--- src/rtl/mouse_tracker.sv ---
// mouse_tracker: assembles 3-byte PS/2 mouse packets and keeps a
// screen-clamped cursor position plus button state.
//
// Ports
//   Clk, Reset_n              clock, synchronous active-low reset
//   data_byte, data_valid     received PS/2 byte and its 1-cycle strobe
//   mouse_x, mouse_y          clamped cursor position (y=0 is top of screen)
//   leftButton, rightButton   button state from last accepted packet
//   packet_valid              1-cycle pulse after each accepted packet
//   sync_error                1-cycle pulse on bad byte 0 or inter-byte timeout
//
// Optional feature macro: MOUSE_OVF_DISCARD_EN
//   When defined, an axis whose overflow bit is set in byte 0 contributes
//   a zero delta; buttons and packet_valid still update.
module mouse_tracker #(
  parameter int SCREEN_W       = 640,
  parameter int SCREEN_H       = 480,
  parameter int X_INIT         = 320,
  parameter int Y_INIT         = 240,
  parameter int TIMEOUT_CYCLES = 100000
) (
  input  logic       Clk,
  input  logic       Reset_n,
  input  logic [7:0] data_byte,
  input  logic       data_valid,
  output logic [9:0] mouse_x,
  output logic [9:0] mouse_y,
  output logic       leftButton,
  output logic       rightButton,
  output logic       packet_valid,
  output logic       sync_error
);

  localparam int GW = (TIMEOUT_CYCLES > 2) ? $clog2(TIMEOUT_CYCLES) : 1;
  localparam logic [GW-1:0] GAP_MAX = GW'(TIMEOUT_CYCLES - 1);
  localparam logic signed [11:0] XMAX = 12'(SCREEN_W - 1);
  localparam logic signed [11:0] YMAX = 12'(SCREEN_H - 1);

  typedef enum logic [1:0] {WAIT_B0, WAIT_B1, WAIT_B2} state_e;

  state_e        state_q;
  logic [GW-1:0] gap_q;
  // Only the byte-0 fields the update needs: {Ysign, Xsign, R, L}
  logic [3:0]    b0_q;
  logic [7:0]    b1_q;
`ifdef MOUSE_OVF_DISCARD_EN
  logic [1:0]    ovf_q;   // {Yovf, Xovf}
`endif

  logic signed [11:0] dx, dy, nx, ny;
  logic [9:0]         nx_d, ny_d;

  // Next position is computed from the latched b0/b1 and the live byte 2,
  // so the update lands on the byte-2 strobe edge.
  always_comb begin
    dx = {{4{b0_q[2]}}, b1_q};
    dy = {{4{b0_q[3]}}, data_byte};
`ifdef MOUSE_OVF_DISCARD_EN
    if (ovf_q[0]) dx = '0;
    if (ovf_q[1]) dy = '0;
`endif
    nx = $signed({2'b00, mouse_x}) + dx;
    ny = $signed({2'b00, mouse_y}) - dy;   // PS/2 +Y is up, screen +Y is down
    if (nx < 0)         nx_d = '0;
    else if (nx > XMAX) nx_d = XMAX[9:0];
    else                nx_d = nx[9:0];
    if (ny < 0)         ny_d = '0;
    else if (ny > YMAX) ny_d = YMAX[9:0];
    else                ny_d = ny[9:0];
  end

  always_ff @(posedge Clk) begin
    if (!Reset_n) begin
      state_q      <= WAIT_B0;
      gap_q        <= '0;
      b0_q         <= '0;
      b1_q         <= '0;
`ifdef MOUSE_OVF_DISCARD_EN
      ovf_q        <= '0;
`endif
      mouse_x      <= 10'(X_INIT);
      mouse_y      <= 10'(Y_INIT);
      leftButton   <= 1'b0;
      rightButton  <= 1'b0;
      packet_valid <= 1'b0;
      sync_error   <= 1'b0;
    end else begin
      packet_valid <= 1'b0;
      sync_error   <= 1'b0;
      case (state_q)
        WAIT_B0: begin
          gap_q <= '0;
          if (data_valid) begin
            if (data_byte[3]) begin
              b0_q    <= {data_byte[5:4], data_byte[1:0]};
`ifdef MOUSE_OVF_DISCARD_EN
              ovf_q   <= data_byte[7:6];
`endif
              state_q <= WAIT_B1;
            end else begin
              sync_error <= 1'b1;   // byte 0 must carry bit3=1
            end
          end
        end
        WAIT_B1, WAIT_B2: begin
          // A strobe on the expiry cycle wins over the timeout.
          if (data_valid) begin
            gap_q <= '0;
            if (state_q == WAIT_B1) begin
              b1_q    <= data_byte;
              state_q <= WAIT_B2;
            end else begin
              mouse_x      <= nx_d;
              mouse_y      <= ny_d;
              leftButton   <= b0_q[0];
              rightButton  <= b0_q[1];
              packet_valid <= 1'b1;
              state_q      <= WAIT_B0;
            end
          end else if (gap_q == GAP_MAX) begin
            gap_q      <= '0;
            sync_error <= 1'b1;
            state_q    <= WAIT_B0;
          end else begin
            gap_q <= gap_q + 1'b1;
          end
        end
        default: begin
          gap_q   <= '0;
          state_q <= WAIT_B0;
        end
      endcase
    end
  end

endmodule

--- config.mk ---
export PLATFORM = sky130hd
export DESIGN_NAME = mouse_tracker
export DESIGN_NICKNAME = d
export VERILOG_FILES = /design/src/rtl/mouse_tracker.sv
export SDC_FILE = /design/constraint.sdc
export NUM_CORES = 1
export LEC_CHECK = 0
export BUFFER_PORTS_ARGS = -buffer_cell sky130_fd_sc_hd__buf_2
export CAP_MARGIN = 20
export CORE_UTILIZATION = 55
export CTS_BUF_LIST = sky130_fd_sc_hd__clkbuf_4
export CTS_CLUSTER_SIZE = 40
export DETAILED_ROUTE_END_ITERATION = 7
export GPL_TIMING_DRIVEN = 0
export PLACE_DENSITY = 0.77
export SYNTH_ARGS = -nofsm -noshare
export SYNTH_HDL_FRONTEND = slang
export SYNTH_SLANG_ARGS = --single-unit
--- constraint.sdc ---
create_clock -name Clk -period 3.5 [get_ports Clk]
set_input_delay 0.7 -clock Clk [delete_from_list [all_inputs] [get_ports Clk]]
set_output_delay 0.7 -clock Clk [all_outputs]
set_load 0.1 [all_outputs]
# == Word-level counts from Yosys, hierarchy flattened ==
# Cells that the tools add are included.
# word_totals
ff_bits,55
elab_cells,50
# classes
n_addsub,3
magnitude_cmp,4
n_eq_ne,6
mux,16
bitwise_logic,3
n_reduce_logical,8
# op_table
operator,count
10-bit two-way mux,4
12-bit by 1-bit less-than comparator with 1-bit output (second input constant),2
17-bit by 1-bit adder with 17-bit output (second input constant),1
17-bit == test (second input constant),1
3-bit AND reduction,5
11-bit by 9-bit adder with 12-bit output,1
12-bit by 10-bit > comparator with 1-bit output (second input constant),1
12-bit by 11-bit > comparator with 1-bit output (second input constant),1
11-bit by 9-bit subtractor with 12-bit output,1
2-bit two-way mux,5
1-bit two-way mux,5
2-bit != test (second input constant),2
2-bit case mux with 2 select lines,1
4-bit OR reduction,1
3-bit != test (second input constant),1
1-bit NOT,3
2-bit by 1-bit == test with 1-bit output (second input constant),1
2-bit == test (second input constant),1
2-bit zero test,1
1-bit case mux with 2 select lines,1
2-bit OR reduction,1

# == Logic depth before layout (Yosys ltp) ==
# depth
depth_word,4
mapped_depth,11

# == Least setup slack after synthesis ==
# OpenSTA, ideal clock, no wires.
# synth_timing
path_kind,reg-to-reg
start,register mouse_x[0]
end,register mouse_x[1]
setup_ps,76
arrival_ps,2956
required_ps,3424
slack_ps,468
stages_incl_launch_ff,11
path_buffers,0
cell_sequence,dfxtp_1 > ha_1 > inv_1 > fa_1 > and2b_2 > o2111ai_1 > nand3b_1 > a211oi_2 > mux2_4 > and3_1 > a22oi_2
# synth_between
elab_chain_len,4
elab_cells_between_ends,5
# synth_lines
item,line_no,text
"start, declared",26,"output logic [9:0] mouse_x,"
"start signal, assigned",81,mouse_x <= 10'(X_INIT);
"start signal, assigned",113,mouse_x <= nx_d;
11-bit by 9-bit adder with 12-bit output (*),62,"nx = $signed({2'b00, mouse_x}) + dx;"
12-bit by 11-bit > comparator with 1-bit output,65,else if (nx > XMAX) nx_d = XMAX[9:0];
10-bit two-way mux,65,
10-bit two-way mux (*),64,if (nx < 0) nx_d = '0;
# Mark *: on every way between the ends. The rest lies on a longest branch, timed or not.
# A chain may end at the register's enable or synchronous reset.

# == Worst setup path in the final report ==
# layout_timing
start,input port data_byte[0]
end,register mouse_y[2]
# layout_between
elab_chain_len,4
elab_cells_between_ends,5
# layout_lines
item,line_no,text
"start, declared",24,"input logic [7:0] data_byte,"
11-bit by 9-bit subtractor with 12-bit output (*),63,"ny = $signed({2'b00, mouse_y}) - dy;"
12-bit by 10-bit > comparator with 1-bit output,68,else if (ny > YMAX) ny_d = YMAX[9:0];
10-bit two-way mux,68,
10-bit two-way mux (*),67,if (ny < 0) ny_d = '0;
"end signal, assigned",82,mouse_y <= 10'(Y_INIT);
"end signal, assigned",114,mouse_y <= ny_d;
"end, declared",27,"output logic [9:0] mouse_y,"
# Marked as above.

==> impl_results.md <==
* Status: complete, no violations
* Kind of critical path: in2reg
* Slew headroom at between 60% and 70%
* DR pass1 iterations at 4
* Setup bufs post-CTS at 0
* Final hold violation count at 0
* Post-synth ARST share at 0%
* Final setup fails at 0
* Flop pwr share at 50.6%
* Row count at 27
* Hold worst-path end: gap_q[0]
* Synth top area cells: dfxtp_1, ha_1, a21oi_1
* Post-DP HPWL at ~5.7 mm
* Post-synth EDFFs at 0
* Wirelength, routed at 7.49 mm
* Clock power share at 23.7%
* Most frequent cell after synthesis: dfxtp_1
* Syn Inst Count at 395
* FF-to-FF path depth at 11
* Worst-path clk slew at 190 ps
* R2r endpoint: mouse_y[2]
* Synth unique cells at between 50 and 60
* Int Pwr at 835 µW
* DRC Markers at 0
* Switching Power at 466 µW
* Critical-path maximum fanout at 5
* Yosys reg bits at 55
* Num ports at 35
* Count of antenna-violating nets left after detailed routing at 0
* Pleak at ~0.0015 µW
* CTS Sinks at 55
* Synthesis Warnings at 0
* Total Routing Usage GR at 26.0%
* DIE AREA at 6330 µm²
* First-pass GRT wire length at roughly 13 mm
* Placeable Area at 5640 µm²
* PwrDens at roughly 360 nW/µm²
* Wire per inst at 14.8 µm
* Die width at 79.6 µm
* Worst vdd ir at about 0.17 mV
* RSZ-0062 raised after global routing: false
* Vias per inst at 5.82
* Worst Hold Class: reg2reg
* CTS tree: done
* Starting density of the core at 58.6%
* Max Fclk at between 300 and 400 MHz
* Post_cts resized at 0
* Fill cells at 498
* Clock root buffer: clkbuf_4
* Clock Latency Late Sink at 400 ps
* Hold path depth at 1
* Antenna violations before repair at 0
* Hold_sp: gap_q[0]
* Cell taking the most area after synthesis: dfxtp_1
* RR Startpoint: mouse_y[0]
* Switching Share at 35.8%
* Slew @ Worst Pin at 570 ps
* Via count at 2949
* Clock Path Buffers at 2
* Die height at between 70 and 80 µm
* Number of DRC markers in iteration 0 at ~110
* Area Overhead vs Synth at 9.53%
* WP data arrival at between 3000 and 4000 ps
* Max Cap Viol at 0
* Crit end category: flop
* Post-Syn Area at between 3000 and 4000 µm²
* Syn_area_per_cell at 8.38 µm²
* Antenna cells at 0
* Vias in the first global route at 2832
* Register Area at 1100 µm²
* TritonCTS buffer count at 5
* Req. time, crit path at 3820 ps
* Register area share after synthesis at 33.3%
* Final #Nets at ~470
* Final core area utilization at around 64%
* Syn_nets at 434
* Fin Setup TNS at 0 ps
* Port Buffers at 32
* CTS Hold Bufs at 0
* Startpoint types: primary input
* Crit. Startpoint: data_byte[0]
* Comb power frac at between 20% and 30%
* Final period utilization at 81.1%
* CTS H-tree depth at 2
* Primary FF master, synth: dfxtp_1
* Min cycle time layout at between 2000 and 3000 ps
* GRT Residual Overflow at 0
* Skew final at 22.0 ps
* Synth top area share at 33.3%
* Synth top cells by count: dfxtp_1, nand2_1, nor2_1, a21oi_1, ha_1
* Reg2reg setup slack at between 700 and 800 ps
* GP Congestion at between 0.8 and 0.9
* Multi-input combinational cell area at 2070 µm²
* Max Transition Viols Final at 0
* Largest net degree at the start of global routing at 20
* Fraction of layout cells with a size suffix above 1 at ~14%
==> worst max-delay path, stage by stage <==
cell and delay [ps]:
buf_2 130, ha_1 170, inv_1 60, fa_1 430, a211oi_1 330, o21bai_1 170
o22ai_2 200, xnor2_1 180, nand4_1 280, and4_1 300, a211oi_1 190
==> cells in the final DEF, fill, tap and decap left out, drive strengths merged, types with 3 or more instances in the layout <==
| cell type | netlist | final |
|---|---|---|
| a22o | 4 | 4 |
| nand2b | 5 | 5 |
| clkbuf | 7 | 12 |
| dfxtp | 55 | 55 |
| a21o | 13 | 13 |
| nor2 | 39 | 39 |
| nand2 | 50 | 50 |
| nand3b | 4 | 4 |
| mux2i | 3 | 3 |
| o21a | 3 | 3 |
| o211ai | 5 | 5 |
| a32oi | 5 | 5 |
| a31oi | 6 | 6 |
| o21ai | 11 | 11 |
| a211oi | 7 | 7 |
| o221a | 3 | 3 |
| and3 | 4 | 4 |
| xnor2 | 18 | 18 |
| inv | 23 | 24 |
| nand3 | 14 | 14 |
| buf | 4 | 36 |
| nand4 | 5 | 5 |
| xor2 | 11 | 11 |
| a21oi | 38 | 38 |
| ha | 26 | 26 |
==> worst max-delay path by stage <==
| stage | to | slack (ps) | depth (start not counted) |
|---|---|---|---|
| 2_1_floorplan | mouse_x[1] | 470 | 10 |
| 4_1_cts | mouse_y[5] | 710 | 11 |
| 5_1_grt | mouse_y[2] | 480 | 11 |
| 3_3_place_gp | mouse_y[2] | 330 | 11 |
| 6_report | mouse_y[2] | 660 | 11 |
| 3_5_place_dp | mouse_y[4] | 310 | 11 |
==> logic make-up (layout without fill, tap and decap cells) <==
kind of cell,after synthesis,count (layout),share of synthesized area (%)
simple gates,138,138,19.6
compound gates,107,107,23.1
flops,55,55,33.3
buf+inv,34,74,4.01
xor+xnor,29,29,7.68
fa+ha+maj,28,28,11.0
mux,4,4,1.36
==> layout make-up <==
type                            instances  share of cell area [%]
Multi-Input combinational cell        306                    57.3
Sequential cell                        55                    30.4
Timing Repair Buffer                   32                    4.42
Tap cell                               72                    2.49
Inverter                               23                    2.38
Buffer                                 11                    1.28
Clock buffer                            5                    1.04
Clock inverter                          3                   0.760
==> power groups by stage <==
stage	logic (µW)	clock network, µW	registers, µW
finish	334	309	658
detailed placement	330	0	671
floorplan	192	0	743
global placement	322	0	671
global route	363	346	661
CTS	332	314	658
==> through the flow <==
stage	total power, µW	instances	worst slack [ps]	hold slack (ps)	cell area (µm²)
after floorplan	935	395	468	418	3310
after global placement	993	499	332	424	3560
after detailed placement	1000	499	307	442	3560
after CTS	1300	507	709	473	3620
after global routing	1370	507	482	504	3620
final	1300	507	660	470	3620
==> flip-flops by register name, summed over array words and instances (netlist names) <==
| register | count |
|---|---|
| state_q | 2 |
| gap_q | 17 |
| packet_valid | 1 |
| leftButton | 1 |
| sync_error | 1 |
| b1_q | 8 |
| mouse_x | 10 |
| rightButton | 1 |
| b0_q | 4 |
| mouse_y | 10 |
==> metal layers <==
| metal | GRT usage (%) | vias to the layer above | wire length [µm] |
|---|---|---|---|
| met1 | 34.4 | 1396 | 3600 |
| met4 | 6.91 | 0 | 89 |
| li1 | - | 1485 | - |
| met2 | 43.4 | 60 | 3490 |
| met3 | 4.46 | 8 | 306 |
| met5 | 0 | - | 0 |
(Power assumes the default switching activity.)
